File: config.mk
export PLATFORM = sky130hd
export DESIGN_NAME = vga_pattern_gen
export DESIGN_NICKNAME = d
export VERILOG_FILES = /design/src/rtl/vga_pkg.sv /design/src/rtl/vga_box_mover.sv /design/src/rtl/vga_pattern_gen.sv
export SDC_FILE = /design/constraint.sdc
export NUM_CORES = 1
export LEC_CHECK = 0
export ABC_CLOCK_PERIOD_IN_PS = 2190
export CAP_MARGIN = 30
export CORE_MARGIN = 2
export CORE_UTILIZATION = 25
export DETAILED_ROUTE_END_ITERATION = 7
export GPL_TIMING_DRIVEN = 1
export PLACE_DENSITY = 0.41
export SETUP_SLACK_MARGIN = 0.02
export SYNTH_ARGS = -nofsm -noshare
export SYNTH_HDL_FRONTEND = slang
export SYNTH_SLANG_ARGS = --single-unit
File: constraint.sdc
create_clock -name clk_25 -period 2.19 [get_ports clk_25]
set_clock_uncertainty 0.05 [all_clocks]
set_input_delay 0.438 -clock clk_25 [delete_from_list [all_inputs] [get_ports clk_25]]
set_output_delay 0.438 -clock clk_25 [all_outputs]
set_load 0.05 [all_outputs]
File: src/rtl/vga_pkg.sv
// Shared colour constants, palette and mode encoding for the VGA test-pattern generator.
// Colours are 12-bit {R,G,B}, 4 bits per channel.
package vga_pkg;

  localparam logic [11:0] WHITE = 12'hFFF;
  localparam logic [11:0] BLACK = 12'h000;
  localparam logic [11:0] RED   = 12'hF00;
  localparam logic [11:0] GREEN = 12'h0F0;
  localparam logic [11:0] BLUE  = 12'h00F;

  // All sixteen entries are distinct so every bar and cycle step is visible.
  localparam logic [11:0] PALETTE [16] = '{
    WHITE, 12'hFF0, 12'h0FF, GREEN, 12'hF0F, RED, BLUE, 12'h888,
    12'hF80, 12'h08F, 12'h8F0, 12'hF08, 12'h444, 12'hCCC, 12'h80F, 12'h0F8
  };

  typedef enum logic [1:0] {
    MODE_BARS  = 2'd0,
    MODE_CHECK = 2'd1,
    MODE_BOX   = 2'd2,
    MODE_CYCLE = 2'd3
  } mode_e;

endpackage

File: src/rtl/vga_box_mover.sv
// Bouncing-box position: one step per frame on each axis, reversing at the limits
// so the box never leaves the screen and never stalls.
module vga_box_mover #(
  parameter int H_DISP   = 640,
  parameter int V_DISP   = 480,
  parameter int BOX_SIZE = 32
)(
  input  logic       clk_25,
  input  logic       rst,
  input  logic       advance,
  output logic [9:0] box_x,
  output logic [9:0] box_y
);

  localparam logic [9:0] X_MAX = 10'(H_DISP - BOX_SIZE);
  localparam logic [9:0] Y_MAX = 10'(V_DISP - BOX_SIZE);

  logic dir_x, dir_y;  // 1 = moving towards larger coordinates

  always_ff @(posedge clk_25 or posedge rst) begin
    if (rst) begin
      box_x <= '0;
      box_y <= '0;
      dir_x <= 1'b1;
      dir_y <= 1'b1;
    end else if (advance) begin
      // On reaching a limit the flip and the step away happen in the same update.
      if (dir_x) begin
        if (box_x == X_MAX) begin
          dir_x <= 1'b0;
          box_x <= box_x - 10'd1;
        end else begin
          box_x <= box_x + 10'd1;
        end
      end else begin
        if (box_x == '0) begin
          dir_x <= 1'b1;
          box_x <= box_x + 10'd1;
        end else begin
          box_x <= box_x - 10'd1;
        end
      end
      if (dir_y) begin
        if (box_y == Y_MAX) begin
          dir_y <= 1'b0;
          box_y <= box_y - 10'd1;
        end else begin
          box_y <= box_y + 10'd1;
        end
      end else begin
        if (box_y == '0) begin
          dir_y <= 1'b1;
          box_y <= box_y + 10'd1;
        end else begin
          box_y <= box_y - 10'd1;
        end
      end
    end
  end

endmodule

File: src/rtl/vga_pattern_gen.sv
// VGA test-pattern generator: colour bars, checkerboard, bouncing box and palette cycling,
// one registered RGB word per pixel; the mode is latched at the first pixel of each frame.
module vga_pattern_gen
  import vga_pkg::*;
#(
  parameter int H_DISP     = 640,
  parameter int V_DISP     = 480,
  parameter int NUM_BARS   = 8,
  parameter int CELL_LOG2  = 5,
  parameter int BOX_SIZE   = 32,
  parameter int CYCLE_LOG2 = 6,
  parameter int RGB_W      = 4
)(
  input  logic               clk_25,
  input  logic               rst,
  input  logic [9:0]         pixel_xpos,
  input  logic [9:0]         pixel_ypos,
  input  logic               de,
  input  logic [1:0]         mode_sel,
  output logic [3*RGB_W-1:0] pixel_data,
  output logic               frame_tick
);

  localparam int          BAR_W    = H_DISP / NUM_BARS;
  localparam logic [9:0]  X_LAST   = 10'(H_DISP - 1);
  localparam logic [9:0]  Y_LAST   = 10'(V_DISP - 1);
  localparam logic [9:0]  BAR_LAST = 10'(BAR_W - 1);
  localparam logic [3:0]  IDX_LAST = 4'(NUM_BARS - 1);
  localparam logic [10:0] H_LIM    = 11'(H_DISP);
  localparam logic [10:0] V_LIM    = 11'(V_DISP);
  localparam logic [10:0] BOX_EXT  = 11'(BOX_SIZE);

  // Stretch each 4-bit channel to RGB_W bits by repeating its bit pattern.
  function automatic logic [3*RGB_W-1:0] expand(input logic [11:0] c);
    logic [3*RGB_W-1:0] o;
    o = '0;
    for (int ch = 0; ch < 3; ch++)
      for (int i = 0; i < RGB_W; i++)
        o[ch*RGB_W + i] = c[ch*4 + 3 - ((RGB_W - 1 - i) % 4)];
    return o;
  endfunction

  mode_e       mode_q, cur_mode;
  logic [9:0]  bar_cnt, cur_cnt;
  logic [3:0]  bar_idx, cur_idx, pal_idx;
  logic [CYCLE_LOG2-1:0] frame_cnt;
  logic [9:0]  box_x, box_y;
  logic [11:0] rgb;
  logic        frame_start, last_px, in_range, in_box;

  assign frame_start = de && pixel_xpos == '0 && pixel_ypos == '0;
  assign last_px     = de && pixel_xpos == X_LAST && pixel_ypos == Y_LAST;
  assign in_range    = {1'b0, pixel_xpos} < H_LIM && {1'b0, pixel_ypos} < V_LIM;
  assign in_box      = pixel_xpos >= box_x && {1'b0, pixel_xpos} < {1'b0, box_x} + BOX_EXT &&
                       pixel_ypos >= box_y && {1'b0, pixel_ypos} < {1'b0, box_y} + BOX_EXT;

  always_comb begin
    // The first pixel of a frame already renders in the newly requested mode.
    cur_mode = frame_start ? mode_e'(mode_sel) : mode_q;
    cur_cnt  = (pixel_xpos == '0) ? '0 : bar_cnt;
    cur_idx  = (pixel_xpos == '0) ? '0 : bar_idx;
    rgb      = BLACK;
    if (de && in_range) begin
      case (cur_mode)
        MODE_BARS:  rgb = PALETTE[cur_idx];
        MODE_CHECK: rgb = (pixel_xpos[CELL_LOG2] ^ pixel_ypos[CELL_LOG2]) ? BLACK : WHITE;
        MODE_BOX:   rgb = in_box ? RED : BLUE;
        default:    rgb = PALETTE[pal_idx];
      endcase
    end
  end

  always_ff @(posedge clk_25 or posedge rst) begin
    if (rst) begin
      pixel_data <= '0;
      frame_tick <= 1'b0;
      mode_q     <= MODE_BARS;
      bar_cnt    <= '0;
      bar_idx    <= '0;
      frame_cnt  <= '0;
      pal_idx    <= '0;
    end else begin
      pixel_data <= expand(rgb);
      frame_tick <= last_px;
      if (frame_start) mode_q <= mode_e'(mode_sel);
      // Bar index tracked by a running pixel counter; the last bar absorbs the remainder.
      if (de) begin
        if (cur_cnt == BAR_LAST) begin
          bar_cnt <= '0;
          bar_idx <= (cur_idx < IDX_LAST) ? cur_idx + 4'd1 : cur_idx;
        end else begin
          bar_cnt <= cur_cnt + 10'd1;
          bar_idx <= cur_idx;
        end
      end
      if (last_px) begin
        frame_cnt <= frame_cnt + 1'b1;
        if (&frame_cnt) pal_idx <= pal_idx + 4'd1;
      end
    end
  end

  vga_box_mover #(
    .H_DISP   (H_DISP),
    .V_DISP   (V_DISP),
    .BOX_SIZE (BOX_SIZE)
  ) u_box (
    .clk_25  (clk_25),
    .rst     (rst),
    .advance (last_px),
    .box_x   (box_x),
    .box_y   (box_y)
  );

endmodule

# Word-level counts from Yosys, hierarchy flattened
# Memory sizes are Yosys's and may differ from the RTL's.
# Cells that the tools add are included.
# totals
register_bits,61
romBits,384
inputBits,25
out_inout_bits,13
mem_count,2
# memory_table
memory,words,word_bits,rd,rd_clocked_by_memory_dff,write_ports,line,rtl
(name not given),16,12,1,0,0,vga_pattern_gen.sv:68,default: rgb = PALETTE[pal_idx];
(name not given),16,12,1,0,0,vga_pattern_gen.sv:65,MODE_BARS: rgb = PALETTE[cur_idx];
# op_classes
n_addsub,10
n_lt_le_gt_ge,9
eq_ne,7
muxes,26
bitwise_logic,3
reduce_logical,15
# ops
operator,n
12-bit two-way mux,7
10-bit two-way mux,8
10-bit logical NOT,4
12-bit case mux with 3 select lines,1
10-bit by 1-bit adder with 10-bit output (second input constant),3
10-bit by 6-bit adder with 11-bit output (second input constant),2
10-bit by 11-bit less-than comparator with 1-bit output,2
10-bit == test (second input constant),2
10-bit by 9-bit == test with 1-bit output (second input constant),2
10-bit greater-or-equal comparator,2
10-bit by 1-bit subtractor with 10-bit output (second input constant),2
4-bit two-way mux,3
10-bit by 7-bit == test with 1-bit output (second input constant),1
5-bit greater-or-equal comparator (second input constant),2
10-bit less-than comparator (second input constant),1
10-bit by 9-bit less-than comparator with 1-bit output (second input constant),1
4-bit NOT with 5-bit output,2
1-bit logical AND,9
4-bit by 1-bit adder with 4-bit output (second input constant),2
7-bit AND reduction,1
6-bit by 1-bit adder with 6-bit output (second input constant),1
1-bit two-way mux,6
4-bit by 3-bit less-than comparator with 1-bit output (second input constant),1
2-bit by 1-bit == test with 1-bit output (second input constant),1
other kinds (4),4

# Longest topological paths before layout
# Gate-level depths: netlist of run 1.
# depth
depth_word,8
mapped_depth,13

# Hierarchy
# Synthesis of run 1 repeated with hierarchy kept, for this count alone.
# hier_totals
cells_unflattened,586
area_unflattened_um2,4991.0
# modules_own_cells
mod,n_inst,cells_per_inst,area_per_inst_um2,seq_area_each_um2
vga_pattern_gen,1,398,3384.5,900.9
vga_box_mover,1,188,1606.5,553.0

# Worst setup path before layout of run 1
# OpenSTA, ideal clock, no wires.
# synth_path
path_type,input to register
from,input pixel_xpos[0]
to,register pixel_data[7]
t_arrival_ps,2398
setup_slack_ps,-325
cell_stages,12
n_path_buf,2
cell_sequence,nor4_1 -> nand4_1 -> buf_2 -> buf_1 -> nand2_1 -> inv_1 -> ha_1 -> nor2_1 -> a21oi_1 -> and3_1 -> o31a_1 -> and3b_1
# synth_between
elab_chain_cells,8
word_cells_on_any_way,17
classes_between,order compare (1); eq/ne (2); mux (6); bitwise (1); reduce/logical (6); memory (1)
# synth_lines
element,line,rtl
start: declaration,vga_pattern_gen.sv:16,"input logic [9:0] pixel_xpos,"
10-bit logical NOT,"vga_pattern_gen.sv:51, vga_pattern_gen.sv:61",
4-bit two-way mux,vga_pattern_gen.sv:61,cur_idx = (pixel_xpos == '0) ? '0 : bar_idx;
4-bit NOT with 5-bit output (not written as such),vga_pattern_gen.sv:65,
memory 16 x 12 bit,--,
12-bit two-way mux (not written as such) (2 in series),vga_pattern_gen.sv:65,
12-bit case mux with 3 select lines,vga_pattern_gen.sv:64,case (cur_mode)
12-bit two-way mux *,vga_pattern_gen.sv:63,if (de && in_range) begin
via rgb[7],vga_pattern_gen.sv:48,logic [11:0] rgb;
end signal: assignment,vga_pattern_gen.sv:83,pixel_data <= expand(rgb);
end: declaration,vga_pattern_gen.sv:20,"output logic [3*RGB_W-1:0] pixel_data,"
# Mark *: on every way through the listed nets, which the timed path passes. The rest lies on a longest branch. The select of a mux whose other input is x is not followed.
# A chain may end at the register's enable or synchronous reset.

# Final worst setup path of run 1
# layout_path
from,register u_box.box_y[6]
to,register pixel_data[10]
# layout_between
elab_chain_cells,6
word_cells_on_any_way,8
classes_between,add/sub (1); order compare (2); mux (3); reduce/logical (2)
# layout_lines
element,line,rtl
start: declaration,vga_box_mover.sv:12,output logic [9:0] box_y
start signal: assignment,vga_box_mover.sv:46,box_y <= box_y - 10'd1;
start signal: assignment,vga_box_mover.sv:48,box_y <= box_y + 10'd1;
start signal: assignment,vga_box_mover.sv:53,box_y <= box_y + 10'd1;
10-bit by 6-bit adder with 11-bit output / 10-bit greater-or-equal comparator (equally long branches),vga_pattern_gen.sv:55,"pixel_ypos >= box_y && {1'b0, pixel_ypos} < {1'b0, box_y} + BOX_EXT;"
10-bit by 11-bit less-than comparator with 1-bit output / 1-bit logical AND (equally long branches),"vga_pattern_gen.sv:55, vga_pattern_gen.sv:54",
1-bit logical AND *,vga_pattern_gen.sv:55,
12-bit two-way mux *,vga_pattern_gen.sv:67,MODE_BOX: rgb = in_box ? RED : BLUE;
12-bit case mux with 3 select lines *,vga_pattern_gen.sv:64,
12-bit two-way mux *,vga_pattern_gen.sv:63,
via rgb[10],vga_pattern_gen.sv:48,
# Mark *: on every way through the listed nets, which the timed path passes. The rest lies on a longest branch.

==> summary.txt, run 1 <==
Clocking
  – # H-tree levels: 3
  – Root Driver: clkbuf_16
  – Hold buffers post-CTS: 0
  – CTS tree: built
  – Clock buffer depth: 2
  – Clock transition at path regs: 0.06 ns
  – CTS Buf Count: 9
  – Worst-skew pair later-pin latency: 0.34 ns
  – # clock sinks: 58

Synthesis
  – Primary FF master, synth: dfrtp_1
  – Top post-synthesis cells by area: dfrtp_1 30%, ha_1 14%, xnor2_1 5.9%
  – Synth Area per Inst: 8.48 µm²
  – Post-synthesis register bit count: 58
  – Cells after synthesis: 557
  – Sequential share of the synthesized area: 30.8%
  – Mapped Area: 0.00472 mm²
  – Yosys warnings: 0
  – Commonest cells post-synth: 59 x nand2_1, 56 x dfrtp_1, 54 x ha_1
  – Post-synthesis net count: 636
  – Top cell type's share of synthesized area: 29.7%
  – EDFF count, synth: 0
  – Cell accounting for the most synthesized area: dfrtp_1
  – Library cells used by synthesis: 60
  – Most common cell in the netlist: nand2_1
  – Async S/R FF share, synth: 100%

Worst setup path
  – Worst Path Required: 2.39 ns
  – Reg2reg start: u_box.box_y[6]
  – CP Max Fanout: 6
  – Setup CP Type: register to register
  – R2R depth: 10
  – Crit path to: pixel_data[10]
  – Critical path launch point: u_box.box_y[6]
  – Worst reg2reg path endpoint: pixel_data[10]
  – Worst R2R Setup Slack: -0.33 ns
  – CP Capture Type: register
  – Startpoint types: register
  – WP data arrival: 2.72 ns

Die
  – Rows: 50
  – Starting density of the core: 25.3%
  – Core Region: 0.0186 mm²
  – Die ar.: 0.0200 mm²
  – Die span in y: 141 µm
  – IO Pins: 38
  – Die width: 141 µm

Power and ir drop
  – Pwr Total: 2.94 mW
  – Maximum VDD drop: 0.000345 V
  – Pwr dens: 412 mW/mm²
  – LEAKAGE: 3.11 nW

Timing
  – RSZ-0062 raised after global routing: yes
  – Pins Over Slew Limit: 0
  – Final worst slack: -0.330 ns
  – F_max: 397 MHz
  – Rel. slew slack: 60.0%
  – Final hold violation count: 0
  – Fin crit period: 2.52 ns
  – Hold Slack: 0.427 ns
  – Least-Margin Pin Slew: 0.596 ns
  – Final setup viols: 17
  – Period utilisation layout: 115%

Drt
  – Detail Route Antenna Nets: 0
  – Drt total wl: 14,500 µm
  – Initial drt markers: 299
  – Routed len/inst: 15.0 µm
  – DRC viols: 0
  – Via count: 4,700
  – Pre-antenna DRT Iters: 4
  – Drt via density: 4.86

Placement
  – DP Area: 0.00637 mm²
  – RePlAce Congestion: 0.854
  – Input/output buffers: 37
  – HPWL Detailed: 10,800 µm

Global route
  – Total GRT Usage: 15.2%
  – Largest net degree at the start of global routing: 59
  – Overflow after GRT: 0
  – Initial antenna violation count: 0
  – Vias in the first global route: 4,862
  – Global-route wire length before repair: 24,200 µm

Finish
  – Ant diodes: 0
  – Nets: 807
  – Design Area, Final: 0.00715 mm²
  – Area Overhead vs Synth: 51.4%
  – Fraction of layout cells with a size suffix above 1: 35.2%

Run status
  – Failing checks: negative setup slack
  – Status: finished, violations left

Worst hold path
  – HP Class: register to register
  – Hold Startpoint: frame_cnt[5]

Run
  – # Max-Cap Violations: 0
[stage by stage]
step                      utilization (%)  TNS (ns)  std cells  setup WS (ns)
final                                38.3     -2.47        967         -0.330
after floorplan                         -    -0.356        557        -0.0639
after global routing                 38.3     -5.20        967         -0.458
after global placement               34.2    -29.70        931         -0.707
after detailed placement             34.2    -28.66        931         -0.770
after CTS                            37.3     -2.12        959         -0.306
[flip-flops by register name, indices dropped and copies added, names as in the netlist]
signal / flops
u_box.dir_y: 1
frame_tick: 1
u_box.dir_x: 1
bar_cnt: 10
frame_cnt: 6
u_box.box_y: 10
u_box.box_x: 10
mode_q: 2
pal_idx: 4
bar_idx: 4
pixel_data: 9
[timing repair]
item                                   4_1_cts  5_1_grt
gates cloned                                 1        0
endpoints found under the hold margin        0        0
pin swaps                                   36       29
setup endpoints to repair                   51       44
buffers inserted                            11       10
gates resized for setup                     71       60
[area by class of cell]
class,count,area [µm²]
Clock inverter,2,12.5
Multi-Input combinational cell,434,3490
Fill cell,1924,11500
Inverter,46,183
Timing Repair Buffer,179,1450
Sequential cell,58,1460
Clock buffer,14,264
Tap cell,234,293
[logic make-up (layout without fill, tap and decap cells)]
family | Yosys count | count (layout) | share of synthesized area [%]
muxes | 11 | 11 | 2.92
xor gates and xnor gates | 32 | 32 | 5.94
DFF | 58 | 58 | 30.8
AOI/OAI and AO/OA | 135 | 136 | 18.5
and+or+nand+nor | 201 | 201 | 21.9
adders and majority gates | 54 | 54 | 14.3
buffers and inverters | 66 | 241 | 5.59
[cells in the final DEF, fill, tap and decap left out, drive strengths merged, types with 8 or more instances in the layout]
cell type        n
o21ai           49
xnor2           32
clkbuf          23
nand3           29
dfrtp           56
nand2           59
buf            144
nand4           24
nor2            31
nor3            15
ha              54
a21oi           38
nor4             8
inv             45
clkdlybuf4s50   16
[where the power goes]
group	internal [mW]	switching, mW
Sequential	1.13	0.0366
Combinational	0.193	0.240
Clock	0.827	0.522
[worst max-delay path: stages (launching register included)]
cell      delay, ns
dfrtp_1        0.37
buf_4          0.20
inv_1          0.07
ha_1           0.27
inv_1          0.04
ha_1           0.28
a21boi_0       0.14
o31ai_1        0.24
nand4_1        0.29
nand3b_1       0.30
a31oi_1        0.18
[routing by layer]
metal	share of wire, %	vias to the layer above	track usage [%]
met2	48	63	25.8
met3	2.8	16	2.19
met4	1.7	0	5.05
li1	-	2360	-
met5	0	-	0
met1	47	2261	19.8
[how the worst min path moves through the flow]
stage | endpoint | slack (ns) | depth (start not counted)
finish | frame_cnt[5] | 0.43 | 1
global route | frame_cnt[3] | 0.46 | 1
CTS | frame_cnt[5] | 0.43 | 1
detailed placement | frame_cnt[5] | 0.42 | 1
global placement | frame_cnt[5] | 0.41 | 1
floorplan | frame_cnt[5] | 0.39 | 1
(Power assumes the default switching activity.)
==> run 2, diff against run 1 <==
--- a/config.mk
+++ b/config.mk
@@ -5,14 +5,14 @@
 export SDC_FILE = /design/constraint.sdc
 export NUM_CORES = 1
 export LEC_CHECK = 0
-export ABC_CLOCK_PERIOD_IN_PS = 2190
+export ABC_CLOCK_PERIOD_IN_PS = 2300
 export CAP_MARGIN = 30
-export CORE_MARGIN = 2
 export CORE_UTILIZATION = 25
 export DETAILED_ROUTE_END_ITERATION = 7
 export GPL_TIMING_DRIVEN = 1
 export PLACE_DENSITY = 0.41
 export SETUP_SLACK_MARGIN = 0.02
+export SLEW_MARGIN = 25
 export SYNTH_ARGS = -nofsm -noshare
 export SYNTH_HDL_FRONTEND = slang
 export SYNTH_SLANG_ARGS = --single-unit
==> constraint.sdc (replaced) <==
create_clock -name clk_25 -period 2.3 [get_ports clk_25]
set_clock_uncertainty 0.05 [all_clocks]
set_input_delay 0.46 -clock clk_25 [delete_from_list [all_inputs] [get_ports clk_25]]
set_output_delay 0.46 -clock clk_25 [all_outputs]
set_load 0.05 [all_outputs]
==> run 2 against run 1 <==
The flow still finishes with violations (negative setup slack). Power about the same. Hold slack got worse by 0.0025 ns. Combinational power is 4% lower. Sequential share of layout area hardly changed. Design area increased by 0.12%. Sequential power decreased by 4%. Clock power increased by 5%. Critical path type unchanged. Critical endpoint is now pixel_data[11].
==> summary.txt, run 2 (synthesis gave the netlist of run 1 again) <==
Run status
  – Failing checks: negative setup slack
  – Status: finished, violations left

Timing
  – Fin crit period: 2.39 ns (-0.133 ns)
  – Rel. slew slack: 54.2% (-5.7 points)
  – RSZ-0062 raised after global routing: yes
  – Hold Slack: 0.424 ns (-0.00253 ns)
  – Pins Over Slew Limit: 0 (unchanged)
  – Period utilisation layout: 104% (-11 points)
  – Final hold violation count: 0 (unchanged)
  – Final setup viols: 6 (-11)
  – Least-Margin Pin Slew: 0.681 ns (+0.0853 ns)
  – F_max: 419 MHz (+5.6%)
  – Final worst slack: -0.0872 ns (+0.243 ns)

Worst setup path
  – Startpoint types: register
  – Worst reg2reg path endpoint: pixel_data[11]
  – CP top delay family: compound AO/OA/AOI/OAI gates
  – Buf/Inv on CP: 3 (unchanged)
  – Setup CP Type: register to register
  – CP max-delay cell: dfrtp_2
  – CP Capture Type: register
  – WP data arrival: 2.60 ns (-0.12 ns)
  – Reg2reg start: u_box.box_y[6]
  – CP Max Fanout: 4 (-2)
  – R2R depth: 10 (unchanged)
  – Critical-path cell list: buf_4 > inv_1 > ha_1 > inv_2 > ha_4 > a21boi_0 > o31ai_1 > nand4_1 > nand3b_1 > a31oi_1
  – Critical Path Max Stage Delay: 0.44 ns (+0.07 ns)
  – Worst R2R Setup Slack: -0.09 ns (+0.24 ns)
  – Worst Path Required: 2.51 ns (+0.12 ns)

Global route
  – Global-route wire length before repair: 22,000 µm (-9.0%)
  – Overflow after GRT: 0 (unchanged)
  – Initial antenna violation count: 0 (unchanged)
  – Total GRT Usage: 14.4% (-0.74 points)
  – Largest net degree at the start of global routing: 59 (unchanged)
  – Vias in the first global route: 4,368 (-10%)

Die
  – Die span in y: 139 µm (-1.4%)
  – Die ar.: 0.0194 mm² (-2.8%)
  – Rows: 49 (-2.0%)
  – IO Pins: 38 (unchanged)
  – Starting density of the core: 25.9% (+0.60 points)
  – Core Region: 0.0182 mm² (-2.3%)
  – Die width: 139 µm (-1.4%)

Finish
  – Fill cells: 1,817 (-5.6%)
  – Ant diodes: 0 (unchanged)
  – Commonest non-fill, non-tap cell in the layout: buf_4
  – Biggest regs: bar_cnt: 10 flops, u_box.box_x: 10 flops, u_box.box_y: 10 flops
  – Total area of sequential cells: 0.00146 mm² (about the same)
  – Fraction of layout cells with a size suffix above 1: 33.3% (-1.9 points)
  – Nets: 797 (-1.2%)
  – Area Overhead vs Synth: 51.6%
  – Commonest non-fill, non-tap cells in the layout: 119 x buf_4, 54 x nand2_1, 51 x dfrtp_1
  – Core Util, Final: 39.3% (+0.96 points)
  – Multi-input gate area: 0.00349 mm² (unchanged)
  – Final cell count without fillers: 952 (-1.6%)

Drt
  – Detail Route Antenna Nets: 0 (unchanged)
  – Initial drt markers: 204 (-32%)
  – Routed len/inst: 14.6 µm (-2.4%)
  – Pre-antenna DRT Iters: 4 (unchanged)
  – Drt total wl: 13,900 µm (-3.9%)
  – DRC viols: 0 (unchanged)
  – Via count: 4,631 (-1.5%)
  – Drt via density: 4.86 (about the same)

Clocking
  – Worst-skew pair later-pin latency: 0.35 ns (about the same)
  – Clock buffer depth: 2 (unchanged)
  – Hold buffers post-CTS: 0 (unchanged)
  – Clock transition at path regs: 0.06 ns (about the same)
  – Root Driver: clkbuf_16
  – # clock sinks: 58 (unchanged)
  – CTS tree: built
  – CTS Buf Count: 9 (unchanged)
  – # H-tree levels: 3 (unchanged)

Power and ir drop
  – Pwr Total: 2.95 mW (about the same)
  – LEAKAGE: 3.05 nW (-1.9%)
  – Maximum VDD drop: 0.000312 V (-9.5%)
  – Pwr dens: 412 mW/mm² (about the same)

Placement
  – Input/output buffers: 37 (unchanged)
  – HPWL Detailed: 10,300 µm (-4.6%)
  – RePlAce Congestion: 0.786 (-8.0%)
  – Dpl ws: -0.668 ns (+0.102 ns)
  – Cells after DPL: 916 (-1.6%)

Worst hold path
  – Hold Startpoint: frame_cnt[5]
  – HP Class: register to register
  – Worst hold stages: 1 (unchanged)
  – Hold Path Sink: frame_cnt[5]

Run
  – # Max-Cap Violations: 0 (unchanged)
-- run 2: final cells by class --
cell class              instances  area share (%)
clock buffers                  12            3.58
clock inverters                 4           0.699
inverters                      46            2.46
multi-input cells             434            48.7
flip-flops and latches         58            20.4
well taps                     229            4.00
repair buffers                169            20.2
-- run 2: worst max path at each step --
stage | from | endpoint | cells past startpoint
3_3_place_gp | pixel_xpos[3] | pixel_data[3] | 10
2_1_floorplan | pixel_xpos[0] | pixel_data[7] | 12
6_report | u_box.box_y[6] | pixel_data[11] | 10
3_5_place_dp | pixel_ypos[6] | pixel_data[9] | 9
4_1_cts | u_box.box_y[6] | pixel_data[3] | 11
5_1_grt | u_box.box_y[6] | pixel_data[11] | 11
-- run 2: worst register-to-register path: cells and delay by family, from the launching register on --
family | cells | cell delay [ns]
AOI/OAI and AO/OA | 3 | 0.59
DFF | 1 | 0.44
buffers and inverters | 3 | 0.27
and+or+nand+nor | 2 | 0.52
adders and majority gates | 2 | 0.42
-- run 2: through the flow --
step / cell area, µm² / setup TNS (ns)
after floorplan: 4770 / 0
after global placement: 6200 / -15.98
after detailed placement: 6200 / -19.73
after CTS: 6680 / -0.758
after global routing: 7160 / -1.92
final: 7160 / -0.411
-- run 2: power by group --
group	internal [mW]	switching, mW
Combinational	0.187	0.228
Clock	0.896	0.527
Sequential	1.07	0.0367
-- run 2: per-layer routing --
| metal | GRT usage (%) | vias to the layer above | wire [µm] |
|---|---|---|---|
| li1 | - | 2339 | - |
| met1 | 19.3 | 2185 | 6710 |
| met2 | 22.9 | 88 | 6490 |
| met3 | 2.13 | 19 | 412 |
| met4 | 6.55 | 0 | 287 |
| met5 | 0 | - | 0 |
-- run 2: repair_timing --
item | CTS | global route
gates cloned | 0 | 3
buffers inserted | 5 | 12
pin swaps | 16 | 47
endpoints found under the setup margin | 36 | 38
resized for setup | 42 | 85
==> run 3, diff against run 2 <==
--- a/config.mk
+++ b/config.mk
@@ -9,7 +9,7 @@
 export CAP_MARGIN = 30
 export CORE_UTILIZATION = 25
 export DETAILED_ROUTE_END_ITERATION = 7
-export GPL_TIMING_DRIVEN = 1
+export GPL_TIMING_DRIVEN = 0
 export PLACE_DENSITY = 0.41
 export SETUP_SLACK_MARGIN = 0.02
 export SLEW_MARGIN = 25
==> run 3 against run 2 <==
Clock power down 6%. Power down 4.5%. Sequential share of layout area up 1.1 points. Non-clock buffer count down 53. Design area down 5.1%. Critical path depth down 1. Hold slack worse by 0.084 ns. Routed wire length up 2.3%. The run still ends with negative setup slack left.
==> summary.txt, run 3 (synthesis gave the netlist of run 1 again) <==
Worst setup path
  – CP Capture Type: register
  – Crit path to: pixel_data[10]
  – Critical path launch point: u_box.box_y[9]
  – Reg2reg start: u_box.box_y[9]
  – Startpoint types: register
  – CP Max Fanout: 4 (unchanged)
  – Setup CP Type: register to register
  – R2R depth: 9 (-1)
  – Worst R2R Setup Slack: -0.25 ns (-0.16 ns)
  – Worst reg2reg path endpoint: pixel_data[10]
  – Worst Path Required: 2.49 ns (-0.02 ns)
  – WP data arrival: 2.74 ns (+0.14 ns)

Drt
  – DRC viols: 0 (unchanged)
  – Drt via density: 5.06 (+4.1%)
  – Pre-antenna DRT Iters: 5 (+1)
  – Routed len/inst: 15.8 µm (+8.4%)
  – Initial drt markers: 273 (+34%)
  – Via count: 4,553 (-1.7%)
  – Detail Route Antenna Nets: 0 (unchanged)
  – Drt total wl: 14,200 µm (+2.3%)

Placement
  – Dpl ws: -1.41 ns (-0.743 ns)
  – RePlAce Congestion: 0.797 (+1.5%)
  – HPWL Detailed: 9910 µm (-3.5%)
  – DP Area: 0.00546 mm² (-12%)
  – Input/output buffers: 37 (unchanged)

Finish
  – Fraction of layout cells with a size suffix above 1: 30.4% (-2.9 points)
  – Commonest non-fill, non-tap cell in the layout: buf_4
  – Area Overhead vs Synth: 43.9%
  – Nets: 745 (-6.5%)
  – Multi-input gate area: 0.00356 mm² (+2.3%)
  – Total area of sequential cells: 0.00146 mm² (+0.17%)
  – Commonest non-fill, non-tap cells in the layout: 56 x buf_4, 54 x nand2_1, 49 x dfrtp_1
  – Core Util, Final: 37.3% (-2.0 points)
  – Ant diodes: 0 (unchanged)
  – Biggest regs: bar_cnt: 10 flops, u_box.box_x: 10 flops, u_box.box_y: 10 flops
  – Design Area, Final: 0.00680 mm² (-5.1%)
  – Fill cells: 1,811 (-0.33%)

Clocking
  – # H-tree levels: 3 (unchanged)
  – Clock transition at path regs: 0.05 ns (about the same)
  – Worst-skew pair later-pin latency: 0.33 ns (-0.02 ns)
  – CTS tree: built
  – Clock buffer depth: 2 (unchanged)
  – Hold buffers post-CTS: 0 (unchanged)
  – Root Driver: clkbuf_16
  – CTS Buf Count: 9 (unchanged)
  – # clock sinks: 58 (unchanged)

Timing
  – Rel. slew slack: 58.7% (+4.4 points)
  – Least-Margin Pin Slew: 0.615 ns (-0.0664 ns)
  – Period utilisation layout: 111% (+7.0 points)
  – Pins Over Slew Limit: 0 (unchanged)
  – Fin crit period: 2.55 ns (+0.160 ns)
  – F_max: 393 MHz (-6.3%)
  – Setup TNS: -1.95 ns (-1.54 ns)
  – Final setup viols: 14 (+8)
  – Final worst slack: -0.248 ns (-0.160 ns)
  – Final hold violation count: 0 (unchanged)
  – RSZ-0062 raised after global routing: yes

Global route
  – Vias in the first global route: 4,421 (+1.2%)
  – Initial antenna violation count: 0 (unchanged)
  – Global-route wire length before repair: 23,000 µm (+4.5%)
  – Total GRT Usage: 15.0% (+0.57 points)
  – Overflow after GRT: 0 (unchanged)
  – Largest net degree at the start of global routing: 48 (-19%)

Worst hold path
  – HP Class: input port to asynchronous set/reset pin

Die
  – Core Region: 0.0182 mm² (unchanged)
  – Die width: 139 µm (unchanged)
  – Die ar.: 0.0194 mm² (unchanged)
  – Starting density of the core: 25.9% (unchanged)
  – Die span in y: 139 µm (unchanged)
  – Rows: 49 (unchanged)
  – IO Pins: 38 (unchanged)

Power and ir drop
  – LEAKAGE: 2.79 nW (-8.6%)
  – Maximum VDD drop: 0.000318 V (+1.7%)
  – Pwr dens: 414 mW/mm² (+0.59%)
  – Pwr Total: 2.81 mW (-4.5%)

Run status
  – Failing checks: negative setup slack
  – Status: finished, violations left

Run
  – # Max-Cap Violations: 0 (unchanged)
==> run 3: cell count changes in the layout (fill, tap and decap cells not counted), sizes merged <==
cell           before  now
dlygate4sd2         7   10
clkdlybuf4s50      23   16
clkdlybuf4s15       3    0
buf               131   76
a2bb2oi             2    3
dlymetal6s2s        4    3
clkbuf             13   24
clkinvlp            3    1
==> run 3: layout make-up <==
type,instances,share of cell area (%)
sequential,58,21.5
buffer,20,2.56
inverter,46,2.84
clock inverter,2,0.552
clock buffer,13,3.68
tap,229,4.22
timing repair buffer,96,12.2
multi-input combinational,435,52.5
==> run 3: worst max-delay path, cell delays in order, from the launching register on <==
cell      delay (ns)
dfrtp_1         0.49
inv_1           0.20
xnor2_2         0.17
ha_1            0.33
a21oi_2         0.20
o221ai_1        0.16
a21oi_1         0.15
nand4_1         0.22
nand3b_1        0.28
a31oi_1         0.21
==> run 3: stage by stage <==
stage / cells / hold slack [ns]
2_1_floorplan: 557 / 0.395
6_report: 899 / 0.340
3_3_place_gp: 823 / 0.419
5_1_grt: 899 / 0.345
4_1_cts: 887 / 0.338
3_5_place_dp: 824 / 0.414
==> run 3: timing repair <==
action                                  CTS  global route
endpoints found under the setup margin   55            39
resized for setup                       155            44
cloned                                    2             1
buffers inserted                         46            13
pin swaps                                56            48
==> run 3: layer usage <==
| metal | wire (µm) | part of all wire [%] | vias up | global-route usage, % |
|---|---|---|---|---|
| met5 | 0 | 0 | - | 0 |
| met4 | 186 | 1.3 | 0 | 3.80 |
| met3 | 572 | 4.0 | 13 | 3.44 |
| met2 | 6640 | 47 | 97 | 24.5 |
| met1 | 6810 | 48 | 2211 | 19.9 |
| li1 | - | - | 2232 | - |
==> run 3: where the power goes <==
part / switching (mW) / internal [mW]
combinational: 0.203 / 0.147
sequential: 0.0486 / 1.07
clock: 0.479 / 0.863
total: 0.731 / 2.08
==> run 3: how the worst min path moves through the flow <==
stage,depth (start not counted),from,endpoint,slack (ns)
floorplan,1,frame_cnt[5],frame_cnt[5],0.39
global placement,1,frame_cnt[3],frame_cnt[3],0.42
detailed placement,1,frame_cnt[3],frame_cnt[3],0.41
CTS,2,rst,pixel_data[6],0.34
global route,2,rst,pixel_data[6],0.35
finish,2,rst,pixel_data[6],0.34
